$ cat config.mk
export PLATFORM = sky130hd
export DESIGN_NAME = pwm_carrier_gen
export DESIGN_NICKNAME = d
export VERILOG_FILES = /design/src/rtl/pwm_pkg.sv /design/src/rtl/pwm_shadow_reg.sv /design/src/rtl/pwm_carrier_gen.sv
export SDC_FILE = /design/constraint.sdc
export NUM_CORES = 1
export LEC_CHECK = 0
export ABC_CLOCK_PERIOD_IN_PS = 8300
export CORE_UTILIZATION = 45
export CTS_BUF_LIST = sky130_fd_sc_hd__clkbuf_8
export DETAILED_ROUTE_END_ITERATION = 8
export PLACE_DENSITY_LB_ADDON = 0.2
export SYNTH_ARGS = -nofsm -noshare
export SYNTH_HDL_FRONTEND = slang
export SYNTH_SLANG_ARGS = --single-unit
export TNS_END_PERCENT = 30
$ cat constraint.sdc
create_clock -name clk -period 8.3 [get_ports clk]
set_input_delay 1.66 -clock clk [delete_from_list [all_inputs] [get_ports clk]]
set_output_delay 1.66 -clock clk [all_outputs]
set_load 0.02 [all_outputs]
$ cat src/rtl/pwm_pkg.sv
// Shared definitions for the PWM carrier and its shadow registers.
package pwm_pkg;

  // Carrier shape selected by mode_in.
  localparam logic MODE_TRIANGLE = 1'b0;
  localparam logic MODE_SAWTOOTH = 1'b1;

  typedef enum logic [0:0] {
    ST_IDLE = 1'b0,
    ST_RUN  = 1'b1
  } state_e;

  // 4000 gives a 5 kHz triangle at 40 MHz.
  localparam int unsigned DEF_CNT_WIDTH    = 16;
  localparam int unsigned DEF_RESET_PERIOD = 4000;

endpackage

$ cat src/rtl/pwm_shadow_reg.sv
// Shadow register: the clamped value and mode are loaded only when load is high.
// The next value is also exported so that registered outputs that depend on it can be
// produced in the same cycle as the load.
module pwm_shadow_reg
  import pwm_pkg::*;
#(
  parameter int unsigned WIDTH       = DEF_CNT_WIDTH,
  parameter int unsigned RESET_VALUE = DEF_RESET_PERIOD,
  parameter int unsigned MIN_VALUE   = 2
) (
  input  logic             clk,
  input  logic             reset,
  input  logic             load,
  input  logic [WIDTH-1:0] value_in,
  input  logic             mode_in,
  output logic [WIDTH-1:0] value_next,
  output logic             mode_next,
  output logic [WIDTH-1:0] value,
  output logic             mode
);

  localparam logic [WIDTH-1:0] MinVal = WIDTH'(MIN_VALUE);
  localparam logic [WIDTH-1:0] RstVal = WIDTH'(RESET_VALUE);

  logic [WIDTH-1:0] clamped;

  // Clamp the request and select between holding and loading.
  always_comb begin
    clamped    = (value_in < MinVal) ? MinVal : value_in;
    value_next = load ? clamped : value;
    mode_next  = load ? mode_in : mode;
  end

  // Active value and mode registers.
  always_ff @(posedge clk or posedge reset) begin
    if (reset) begin
      value <= RstVal;
      mode  <= MODE_TRIANGLE;
    end else begin
      value <= value_next;
      mode  <= mode_next;
    end
  end

endmodule

$ cat src/rtl/pwm_carrier_gen.sv
// Triangle / sawtooth PWM carrier with valley-loaded peak and mode, sync restart and
// valley, peak and ADC capture strobes. All outputs are registered.
module pwm_carrier_gen
  import pwm_pkg::*;
#(
  parameter int unsigned CNT_WIDTH    = DEF_CNT_WIDTH,
  parameter int unsigned RESET_PERIOD = DEF_RESET_PERIOD,
  parameter int unsigned CAPTURE_WIN  = 100,
  parameter int unsigned MIN_PERIOD   = 2
) (
  input  logic                 clk,
  input  logic                 reset,
  input  logic                 enable,
  input  logic                 sync_in,
  input  logic                 mode_in,
  input  logic [CNT_WIDTH-1:0] period_in,
  output logic [CNT_WIDTH-1:0] carrier_count,
  output logic                 count_dir,
  output logic                 new_cycle,
  output logic                 peak,
  output logic                 data_capture,
  output logic [CNT_WIDTH-1:0] active_period
);

  localparam logic [CNT_WIDTH:0]   CaptureWin = (CNT_WIDTH + 1)'(CAPTURE_WIN);
  localparam logic [CNT_WIDTH-1:0] One        = CNT_WIDTH'(1);

  state_e               state_q, state_d;
  logic [CNT_WIDTH-1:0] count_d;
  logic                 dir_d;
  logic                 load;
  logic                 active_mode;
  logic [CNT_WIDTH-1:0] period_next;
  logic                 mode_next;
  logic                 new_cycle_d, peak_d, capture_d;
  logic [CNT_WIDTH:0]   period_ext, saw_thresh;

  pwm_shadow_reg #(
    .WIDTH      (CNT_WIDTH),
    .RESET_VALUE(RESET_PERIOD),
    .MIN_VALUE  (MIN_PERIOD)
  ) u_shadow (
    .clk       (clk),
    .reset     (reset),
    .load      (load),
    .value_in  (period_in),
    .mode_in   (mode_in),
    .value_next(period_next),
    .mode_next (mode_next),
    .value     (active_period),
    .mode      (active_mode)
  );

  // Next state, count and direction; any edge landing on zero shadow-loads.
  always_comb begin
    state_d = state_q;
    count_d = carrier_count;
    dir_d   = count_dir;
    if (!enable) begin
      state_d = ST_IDLE;
      count_d = '0;
      dir_d   = 1'b0;
    end else if (state_q == ST_IDLE || sync_in) begin
      state_d = ST_RUN;
      count_d = '0;
      dir_d   = 1'b0;
    end else if (active_mode == MODE_SAWTOOTH) begin
      count_d = (carrier_count >= active_period) ? '0 : carrier_count + One;
      dir_d   = 1'b0;
    end else if (!count_dir) begin
      count_d = carrier_count + One;
      dir_d   = (count_d == active_period);
    end else begin
      count_d = carrier_count - One;
      dir_d   = (count_d != '0);
    end
    load = (count_d == '0);
  end

  // Strobes evaluated against the values that will be visible after this edge.
  always_comb begin
    period_ext  = {1'b0, period_next} + (CNT_WIDTH + 1)'(1);
    // Sawtooth window start, saturated at zero for short periods.
    saw_thresh  = (period_ext > CaptureWin) ? period_ext - CaptureWin : '0;
    new_cycle_d = (state_d == ST_RUN) && (count_d == '0);
    peak_d      = (state_d == ST_RUN) && (count_d == period_next);
    capture_d   = 1'b0;
    if (state_d == ST_RUN) begin
      if (mode_next == MODE_SAWTOOTH) begin
        capture_d = ({1'b0, count_d} >= saw_thresh);
      end else begin
        capture_d = dir_d && (count_d != '0) && ({1'b0, count_d} <= CaptureWin);
      end
    end
  end

  // Registered carrier outputs.
  always_ff @(posedge clk or posedge reset) begin
    if (reset) begin
      state_q       <= ST_IDLE;
      carrier_count <= '0;
      count_dir     <= 1'b0;
      new_cycle     <= 1'b0;
      peak          <= 1'b0;
      data_capture  <= 1'b0;
    end else begin
      state_q       <= state_d;
      carrier_count <= count_d;
      count_dir     <= dir_d;
      new_cycle     <= new_cycle_d;
      peak          <= peak_d;
      data_capture  <= capture_d;
    end
  end

endmodule

### Word level (Yosys, flattened, before mapping)

Cells that the tools add are included.

* $add $sub $neg: 4
* $lt $le $gt $ge: 5
* equality and inequality tests: 2
* multiplexer cells: 17
* bitwise operators: 1
* reductions and logical operators: 8

Operator list (number)
* $mux W16: 7
* $eq A16 B16 Y1: 2
* $reduce_bool A16 Y1: 2
* $add A16 B1 Y17 const B: 1
* $ge A16 B17 Y1: 1
* $gt A17 B7 Y1 const B: 1
* $mux W17: 1
* $sub A17 B7 Y17 const B: 1
* $add A16 B1 Y16 const B: 1
* $ge A16 B16 Y1: 1
* $le A16 B7 Y1 const B: 1
* $logic_not A16 Y1: 1
* $lt A16 B2 Y1 const B: 1
* $sub A16 B1 Y16 const B: 1
* $mux W1: 9
* $logic_and A1 B1 Y1: 4
* $logic_or A1 B1 Y1: 1
* $not A1 Y1: 1

* register bits after elaboration: 38
* input bits: 21
* output and inout port bits: 36
* logic and storage cells: 45

### Logic depth before layout (Yosys ltp)

Gate-level depths: netlist of the first run.

* word-level depth: 13
* gate-level depth with buffers: 38
* mapped depth without buffers: 32

### Hierarchy

Synthesis of the first run repeated with hierarchy kept, for this count alone.

* cell total of the unflattened synthesis: 583
* area total of the unflattened synthesis: 4601.9 um^2

Modules (own cells, without submodules)
* pwm_carrier_gen: times used 1, cells an instance 538, area each 3896.2 um^2, sequential area each 525.5 um^2
* pwm_shadow_reg: times used 1, cells an instance 45, area each 705.7 um^2, sequential area each 432.9 um^2

### Worst setup path before layout of the first run

Ideal clock, no wire load.

* path kind: input-to-reg
* from: in enable
* to: reg data_capture
* library setup time: 0.130 ns
* data arrival time: 6.909 ns
* data required time: 8.170 ns
* path slack: 1.261 ns
* stages on the path: 34
* buffers on the path: 5
* path through: nand2_1 > nor2_1 > a2111oi_0 > nand3_1 > or4b_1 > buf_4 > nand2_8 > buf_12 > buf_8 > a31oi_1 > ha_1 > clkbuf_1 > nand4_1 > xor2_1 > and2_1 > nor2b_1 > nand2_1 > a21oi_1 > o21ai_0 > nand4bb_1 > buf_2 > nand2_1 > ha_1 > nor2b_1 > o21a_1 > o21a_1 > o21a_1 > o21a_1 > o21a_1 > o211ai_1 > a21oi_1 > o21a_1 > o41ai_1 > o21ai_1

* longest elaborated chain between the ends: 9
* elaborated cells on any way between the ends: 17
* classes of those cells: add/sub: 2; order compare: 3; mux: 8; reduce/logical: 4

RTL lines
* start, declared: line pwm_carrier_gen.sv:13 `input logic enable,`
* $mux W16 (*): line pwm_carrier_gen.sv:59 `if (!enable) begin`
* $logic_not A16 Y1 (*): line pwm_carrier_gen.sv:77 `load = (count_d == '0);`
* $mux W16 (*): line pwm_shadow_reg.sv:30 `value_next = load ? clamped : value;`
* net period_next[1]: line pwm_carrier_gen.sv:33 `logic [CNT_WIDTH-1:0] period_next;`
* $add A16 B1 Y17 (*): line pwm_carrier_gen.sv:82 `period_ext = {1'b0, period_next} + (CNT_WIDTH + 1)'(1);`
* $sub A17 B7 Y17 / $gt A17 B7 Y1 (equally long branches): line pwm_carrier_gen.sv:84 `saw_thresh = (period_ext > CaptureWin) ? period_ext - CaptureWin : '0;`
* $mux W17 (*): line pwm_carrier_gen.sv:84
* $ge A16 B17 Y1 (*): line pwm_carrier_gen.sv:90 `capture_d = ({1'b0, count_d} >= saw_thresh);`
* $mux W1 (*): line pwm_carrier_gen.sv:89 `if (mode_next == MODE_SAWTOOTH) begin`
* $mux W1 (*): line pwm_carrier_gen.sv:88 `if (state_d == ST_RUN) begin`
* net capture_d: line pwm_carrier_gen.sv:35 `logic new_cycle_d, peak_d, capture_d;`
* end signal, assigned: line pwm_carrier_gen.sv:112 `data_capture <= capture_d;`
* end, declared: line pwm_carrier_gen.sv:21 `output logic data_capture,`

Mark *: on every way through the listed nets, which the timed path passes. The rest lies on a longest branch.

### Worst setup path after layout of the first run

* from: reg carrier_count[3]
* to: reg data_capture

* longest elaborated chain between the ends: 13
* elaborated cells on any way between the ends: 28
* classes of those cells: add/sub: 4; order compare: 4; eq/ne: 1; mux: 14; reduce/logical: 5

RTL lines
* start, declared: line pwm_carrier_gen.sv:17 `output logic [CNT_WIDTH-1:0] carrier_count,`
* start signal, assigned: line pwm_carrier_gen.sv:108 `carrier_count <= count_d;`
* $add A16 B1 Y16, or another cell as far along: line pwm_carrier_gen.sv:68, pwm_carrier_gen.sv:71
* $mux W16 (on tied branches): line pwm_carrier_gen.sv:70, pwm_carrier_gen.sv:68
* $mux W16 (*): line pwm_carrier_gen.sv:67 `end else if (active_mode == MODE_SAWTOOTH) begin`
* $mux W16 (*): line pwm_carrier_gen.sv:63 `end else if (state_q == ST_IDLE || sync_in) begin`
* $mux W16 (*): line pwm_carrier_gen.sv:59
* $logic_not A16 Y1 (*): line pwm_carrier_gen.sv:77
* $mux W16 (*): line pwm_shadow_reg.sv:30
* net period_next[1]: line pwm_carrier_gen.sv:33
* $add A16 B1 Y17 (*): line pwm_carrier_gen.sv:82
* $sub A17 B7 Y17 / $gt A17 B7 Y1 (equally long branches): line pwm_carrier_gen.sv:84
* $mux W17 (*): line pwm_carrier_gen.sv:84
* $ge A16 B17 Y1 (*): line pwm_carrier_gen.sv:90
* $mux W1 (*): line pwm_carrier_gen.sv:89
* $mux W1 (*): line pwm_carrier_gen.sv:88
* net capture_d: line pwm_carrier_gen.sv:35

Marks and branches as above.

==> results of run 1 <==
-- where the power goes --
group          total, uW  internal, uW  switching [uW]  leakage (uW)
Clock                131          64.8            66.6     0.0000485
Sequential           209           194            14.6      0.000481
Combinational        182          74.1             108       0.00189
Total                522           333             189       0.00242
-- layer usage --
metal,track usage,part of all wire
met2,0.503,0.47
met3,0.0211,0.067
met4,0.123,0.037
met5,0,0
met1,0.415,0.43
-- worst paths after layout --
path                                                to                         from  slack (ns)
min reg2reg                u_shadow.value[7]$_DFF_PP1_  u_shadow.value[7]$_DFF_PP1_        0.58
max reg2reg                     data_capture$_DFF_PP0_   carrier_count[3]$_DFF_PP0_        0.66
min in group asynchronous   carrier_count[5]$_DFF_PP0_                        reset        1.79
min                        u_shadow.value[7]$_DFF_PP1_  u_shadow.value[7]$_DFF_PP1_        0.58
max                             data_capture$_DFF_PP0_   carrier_count[3]$_DFF_PP0_        0.66
max in group asynchronous  u_shadow.value[9]$_DFF_PP1_                        reset        6.13
-- per-stage QoR --
stage          setup WS [ns]  area (um2)  std cells
2_1_floorplan           1.26        5110        655
4_1_cts                0.612        5820        830
6_report               0.662        5820        830
3_3_place_gp           0.424        5730        823
3_5_place_dp           0.305        5730        823
5_1_grt               0.0622        5820        830
-- flip-flops by register name, indices dropped and copies added, names as in the netlist --
register        count
carrier_count      16
u_shadow.value     16
count_dir           1
data_capture        1
new_cycle           1
peak                1
state_q             1
u_shadow.mode       1
-- Yosys cell counts (all sizes together), types with 4 or more instances --
cell type,instances,share of area
o211ai,9,0.014
a211oi,4,0.0059
inv,27,0.020
o21a,8,0.012
or3,4,0.0049
a21oi,30,0.030
mux2i,13,0.026
or2,4,0.0049
and3,15,0.018
or4,10,0.015
nand2b,7,0.0086
dfrtp,32,0.16
ha,39,0.096
and2,16,0.020
nor3,28,0.027
xnor2,44,0.075
nor4,13,0.017
o21ai,34,0.034
mux2,7,0.015
a21o,4,0.0059
dfstp,6,0.031
nor2,34,0.025
nand2,55,0.044
buf,12,0.019
nor4b,6,0.012
nor2b,13,0.016
nand4,25,0.031
clkbuf,26,0.019
a31oi,12,0.015
nand3,29,0.028
nor3b,4,0.0059
and4,6,0.010
xor2,33,0.057
-- kinds of logic after synthesis --
family,share of synthesized area
DFF,0.188
and+or+nand+nor,0.306
AOI/OAI and AO/OA,0.179
xor gates and xnor gates,0.132
adders and majority gates,0.0955
buffers and inverters,0.0576
muxes,0.0416
-- worst max-delay path, delay by kind of cell, from the launching register on --
family / cells / cell delay, ns
AO/OA/AOI/OAI: 13 / 2.36
XOR/XNOR: 2 / 0.31
adder cells (fa/ha/maj): 2 / 0.67
flip-flops: 1 / 0.58
AND/OR/NAND/NOR: 13 / 3.58
-- cell type report --
| cell class | instances | share of cell area |
|---|---|---|
| timing repair buffer | 66 | 0.109 |
| tap | 140 | 0.0301 |
| multi-input combinational | 552 | 0.664 |
| inverter | 27 | 0.0174 |
| clock inverter | 1 | 0.000645 |
| sequential | 38 | 0.165 |
| clock buffer | 6 | 0.0142 |
==> results.py, run 1 <==
metrics = {
    "setup_path": {
        "cp_slowest_stage_delay_ns": 0.63,
        "cp_max_fo": 15,
        "critPathKind": "reg2reg",
        "arrival_ns": 7.81,
        "startpoint_type": "register",
        "end_kind": "register",
        "critPathRequiredTime_ns": 8.47,
        "reg2reg_depth": 30,
        "crit_slowest_cell": "or4b_4",
        "crit_top_cell": "o21a_1",
    },
    "run": {
        "maxCapViolations": 0,
    },
    "synth": {
        "synth-edff-count": 0,
        "async_reset_ff_frac": 1.00,
        "synth_ff_type": "dfrtp_1",
        "seq_area_frac_synth": 0.188,
        "netlist_instances": 655,
        "yosys_warnings": 0,
        "syn-mean-instance-area_um2": 7.80,
        "netlist_area_mm2": 0.00511,
        "synth.distinct_cells": 78,
        "synth_seq_cells": 38,
        "synth_fp_nets": 715,
    },
    "cts": {
        "cts_num_sinks": 38,
        "cts_buffer_depth": 2,
        "cts_max_level": 2,
        "clk_latency_ns": 0.29,
        "ctsResizeCount": 0,
        "clk_pin_slew_ns": 0.08,
        "post_cts_buffers": 0,
        "cts_inserted_buffers": 5,
        "cts_tree": "yes",
        "postCtsHoldBufs": 0,
        "clockRootBuffer": "clkbuf_8",
    },
    "final_layout": {
        "final_cell_mix": "56 x clkdlybuf4s50_1, 54 x nand2_1, 44 x xnor2_1",
        "final_util": 0.532,
        "fillers": 1077,
        "drive_above_1_share": 0.0667,
        "final_common_cell": "clkdlybuf4s50_1",
        "multi_input_area_mm2": 0.00387,
        "register_area_um2": 958,
        "area_delta_synth_final_pct": 14.0,
        "diodes": 0,
        "nNetsFinal": 750,
    },
    "power_and_ir_drop": {
        "fin_total_pwr_uw": 522,
        "p_leak_uw": 0.00242,
        "cellPowerDensity_mw_per_mm2": 89.7,
        "peakVddDrop_uv": 42.7,
    },
    "worst_hold_path": {
        "hold_class": "reg2reg",
        "whs_path_depth": 2,
    },
    "grt": {
        "grt_pass1_vias": 5135,
        "grt_pass1_wl_um": 27700,
        "gr-total-overflow": 0,
        "antenna_found_initial": 0,
        "grt_usage": 0.306,
        "grt_max_degree": 39,
    },
    "run_status": {
        "status": "complete, no violations",
    },
    "floorplan": {
        "die-area_mm2": 0.0118,
        "initial_utilization": 0.467,
        "die_w_um": 109,
        "io_pins": 57,
        "fp-row-count": 38,
        "core_area_mm2": 0.0109,
        "fp.dieH_um": 109,
    },
    "timing": {
        "rsz0062_at_grt": "false",
        "finClkSkew_ns": 0.00809,
        "setup_violations": 0,
        "fmax_ghz": 0.131,
        "whs_ns": 0.576,
        "hold_viol_final": 0,
        "totalNegativeSetupSlack_ns": 0,
        "worst_slew_pin_slew_ns": 0.915,
        "maxSlewHeadroom": 0.387,
        "finalMaxSlewViolations": 0,
        "fin_crit_sh": 0.920,
        "min_period_ns": 7.64,
    },
    "placement": {
        "dp_hpwl_um": 13700,
        "port_buffers": 56,
        "place_congestion": 0.992,
    },
    "detailed_routing": {
        "drt_iter0_drc": 580,
        "routed_via_density": 6.50,
        "vias": 5394,
        "ant_nets": 0,
        "wl_um": 17500,
        "drc": 0,
        "wl_per_cell_um": 21.1,
        "drt_pass1_iterations": 7,
    },
}
Power figures use the tool's default switching activity.
==> run 2, diff against run 1 <==
- MAX_ROUTING_LAYER: default -> met4
- SYNTH_HIERARCHICAL: default -> 1
==> results.py, run 2 <==
metrics = {
    "final_layout": {
        "drive_above_1_share": 0.0932,
        "diodes": 0,
        "final_common_cell": "nand2_1",
        "largestRegisters": "carrier_count (16), u_shadow/value (16)",
        "fin_cells": 755,
        "area_delta_synth_final_pct": 16.2,
        "finalInstanceArea_mm2": 0.00535,
        "final_cell_mix": "59 x nand2_1, 56 x clkdlybuf4s50_1, 55 x nor2_1",
        "nNetsFinal": 681,
    },
    "synth": {
        "syn-mean-instance-area_um2": 7.89,
        "async_reset_ff_frac": 1.00,
        "synth_common_cells": "59 x nand2_1, 55 x nor2_1, 41 x xnor2_1, 39 x ha_1, 32 x dfrtp_1",
        "synth_seq_cells": 38,
        "synth_most_common_cell": "nand2_1",
        "yosys.area.top_type": "dfrtp_1",
        "synth.distinct_cells": 74,
        "synth_fp_nets": 643,
        "synth_ff_type": "dfrtp_1",
        "synthTopCellsByArea": "dfrtp_1 17%, ha_1 11%, xnor2_1 7.8%",
        "synth_top_area_frac": 0.174,
        "netlist_instances": 583,
        "yosys_warnings": 6,
        "seq_area_frac_synth": 0.208,
        "synth-edff-count": 0,
        "netlist_area_mm2": 0.00460,
    },
    "power_and_ir_drop": {
        "p_leak_uw": 0.00218,
        "cellPowerDensity_mw_per_mm2": 96.2,
        "peakVddDrop_uv": 47.9,
        "fin_total_pwr_uw": 514,
    },
    "placement": {
        "port_buffers": 56,
        "dp_hpwl_um": 12100,
        "place_congestion": 0.978,
        "dpl_cell_area_mm2": 0.00523,
        "dp_cells": 747,
    },
    "grt": {
        "grt_max_degree": 29,
        "grt_usage": 0.311,
        "grt_pass1_wl_um": 24000,
        "grt_pass1_vias": 4390,
        "antenna_found_initial": 0,
        "gr-total-overflow": 0,
    },
    "cts": {
        "cts_tree": "yes",
        "clk_pin_slew_ns": 0.07,
        "clockRootBuffer": "clkbuf_8",
        "post_cts_buffers": 0,
        "cts_inserted_buffers": 5,
        "cts_max_level": 2,
        "cts_buffer_depth": 2,
        "cts_num_sinks": 38,
        "clk_latency_ns": 0.29,
    },
    "floorplan": {
        "core_area_mm2": 0.00986,
        "fp-row-count": 36,
        "io_pins": 57,
        "initial_utilization": 0.467,
        "die_w_um": 103,
        "fp.dieH_um": 103,
        "die-area_mm2": 0.0106,
    },
    "timing": {
        "finClkSkew_ns": 0.00748,
        "finalMaxSlewViolations": 0,
        "maxSlewHeadroom": 0.423,
        "totalNegativeSetupSlack_ns": 0,
        "fmax_ghz": 0.131,
        "setup_violations": 0,
        "fin_crit_sh": 0.918,
        "worst_slew_pin_slew_ns": 0.864,
        "min_period_ns": 7.62,
        "rsz0062_at_grt": "false",
        "hold_viol_final": 0,
    },
    "setup_path": {
        "startpoint_type": "register",
        "crit_slowest_cell": "dfrtp_1",
        "critPathRequiredTime_ns": 8.49,
        "r2r-start": "carrier_count[0]$_DFF_PP0_",
        "cp_top_family": "compound AO/OA/AOI/OAI gates",
        "cp_slowest_stage_delay_ns": 0.64,
        "cp-startpoint": "carrier_count[0]$_DFF_PP0_",
        "critPathKind": "reg2reg",
        "end_kind": "register",
        "cp_max_fo": 28,
        "critPathBufInv": 4,
        "arrival_ns": 7.81,
    },
    "detailed_routing": {
        "drt_pass1_iterations": 5,
        "drc": 0,
        "routed_via_density": 6.09,
        "vias": 4596,
        "wl_um": 15300,
        "drt_iter0_drc": 359,
        "ant_nets": 0,
        "wl_per_cell_um": 20.2,
    },
    "run_status": {
        "status": "complete, no violations",
    },
    "worst_hold_path": {
        "hold_class": "reg2reg",
        "worstHoldStart": "state_q$_DFF_PP0_",
    },
    "run": {
        "maxCapViolations": 0,
    },
}
run 2: through the flow:
step / util / hold slack, ns / worst slack, ns
2_1_floorplan: - / 0.566 / 1.43
3_3_place_gp: 0.530 / 0.729 / 0.717
3_5_place_dp: 0.530 / 0.713 / 0.445
4_1_cts: 0.541 / 0.718 / 0.711
6_report: 0.542 / 0.731 / 0.682
5_1_grt: 0.542 / 0.770 / 0.0610
run 2: power by group:
| group | switching, uW | total [uW] | internal, uW |
|---|---|---|---|
| combinational | 91.3 | 159 | 67.3 |
| clock | 62.8 | 150 | 87.4 |
| sequential | 11.6 | 205 | 194 |
| total | 166 | 514 | 348 |
run 2: cell type report:
type | instances | area (um2)
clock buffers | 5 | 68.8
clock inverters | 3 | 37.5
fillers | 918 | 4520
inverters | 28 | 105
multi-input cells | 481 | 3370
flip-flops and latches | 38 | 958
well taps | 133 | 166
repair buffers | 67 | 643
run 2: cells by family (layout without fill, tap and decap cells):
| kind of cell | count (synthesis) | after routing | share of synthesized area |
|---|---|---|---|
| AND/OR/NAND/NOR | 248 | 248 | 0.287 |
| AO/OA/AOI/OAI | 114 | 114 | 0.176 |
| XOR/XNOR | 64 | 64 | 0.122 |
| buffers and inverters | 64 | 103 | 0.0625 |
| adder cells (fa/ha/maj) | 39 | 39 | 0.106 |
| flip-flops | 38 | 38 | 0.208 |
| multiplexers | 16 | 16 | 0.0389 |
run 2: path summary, 6_finish.rpt:
kind	end	cells past startpoint	slack, ns
setup / recovery	data_capture$_DFF_PP0_	32	0.68
hold / removal	count_dir$_DFF_PP0_	3	0.73
setup reg to reg	data_capture$_DFF_PP0_	32	0.68
hold reg to reg	count_dir$_DFF_PP0_	3	0.73
max in group asynchronous	carrier_count[14]$_DFF_PP0_	2	5.89
min in group asynchronous	u_shadow/value[0]$_DFF_PP0_	2	1.81
run 2: layer usage:
metal | GRT usage | vias to the layer above | part of all wire
li1 | - | 2181 | -
met1 | 0.391 | 2192 | 0.42
met4 | 0.0975 | 0 | 0.032
met2 | 0.532 | 183 | 0.49
met3 | 0.0231 | 40 | 0.052
met5 | - | - | 0
run 2: timing repair:
action	4_1_cts	5_1_grt
endpoints found under the setup margin	0	1
gates resized for setup	0	2
hold buffers	0	0
endpoints found under the hold margin	0	0
run 2: worst reg2reg max path: cells and delay by family (launching register included):
kind,cells,cell delay [ns]
simple gates,11,2.25
flops,1,0.64
xor+xnor,1,0.10
compound gates,13,2.82
fa+ha+maj,3,0.95
buf+inv,4,0.74
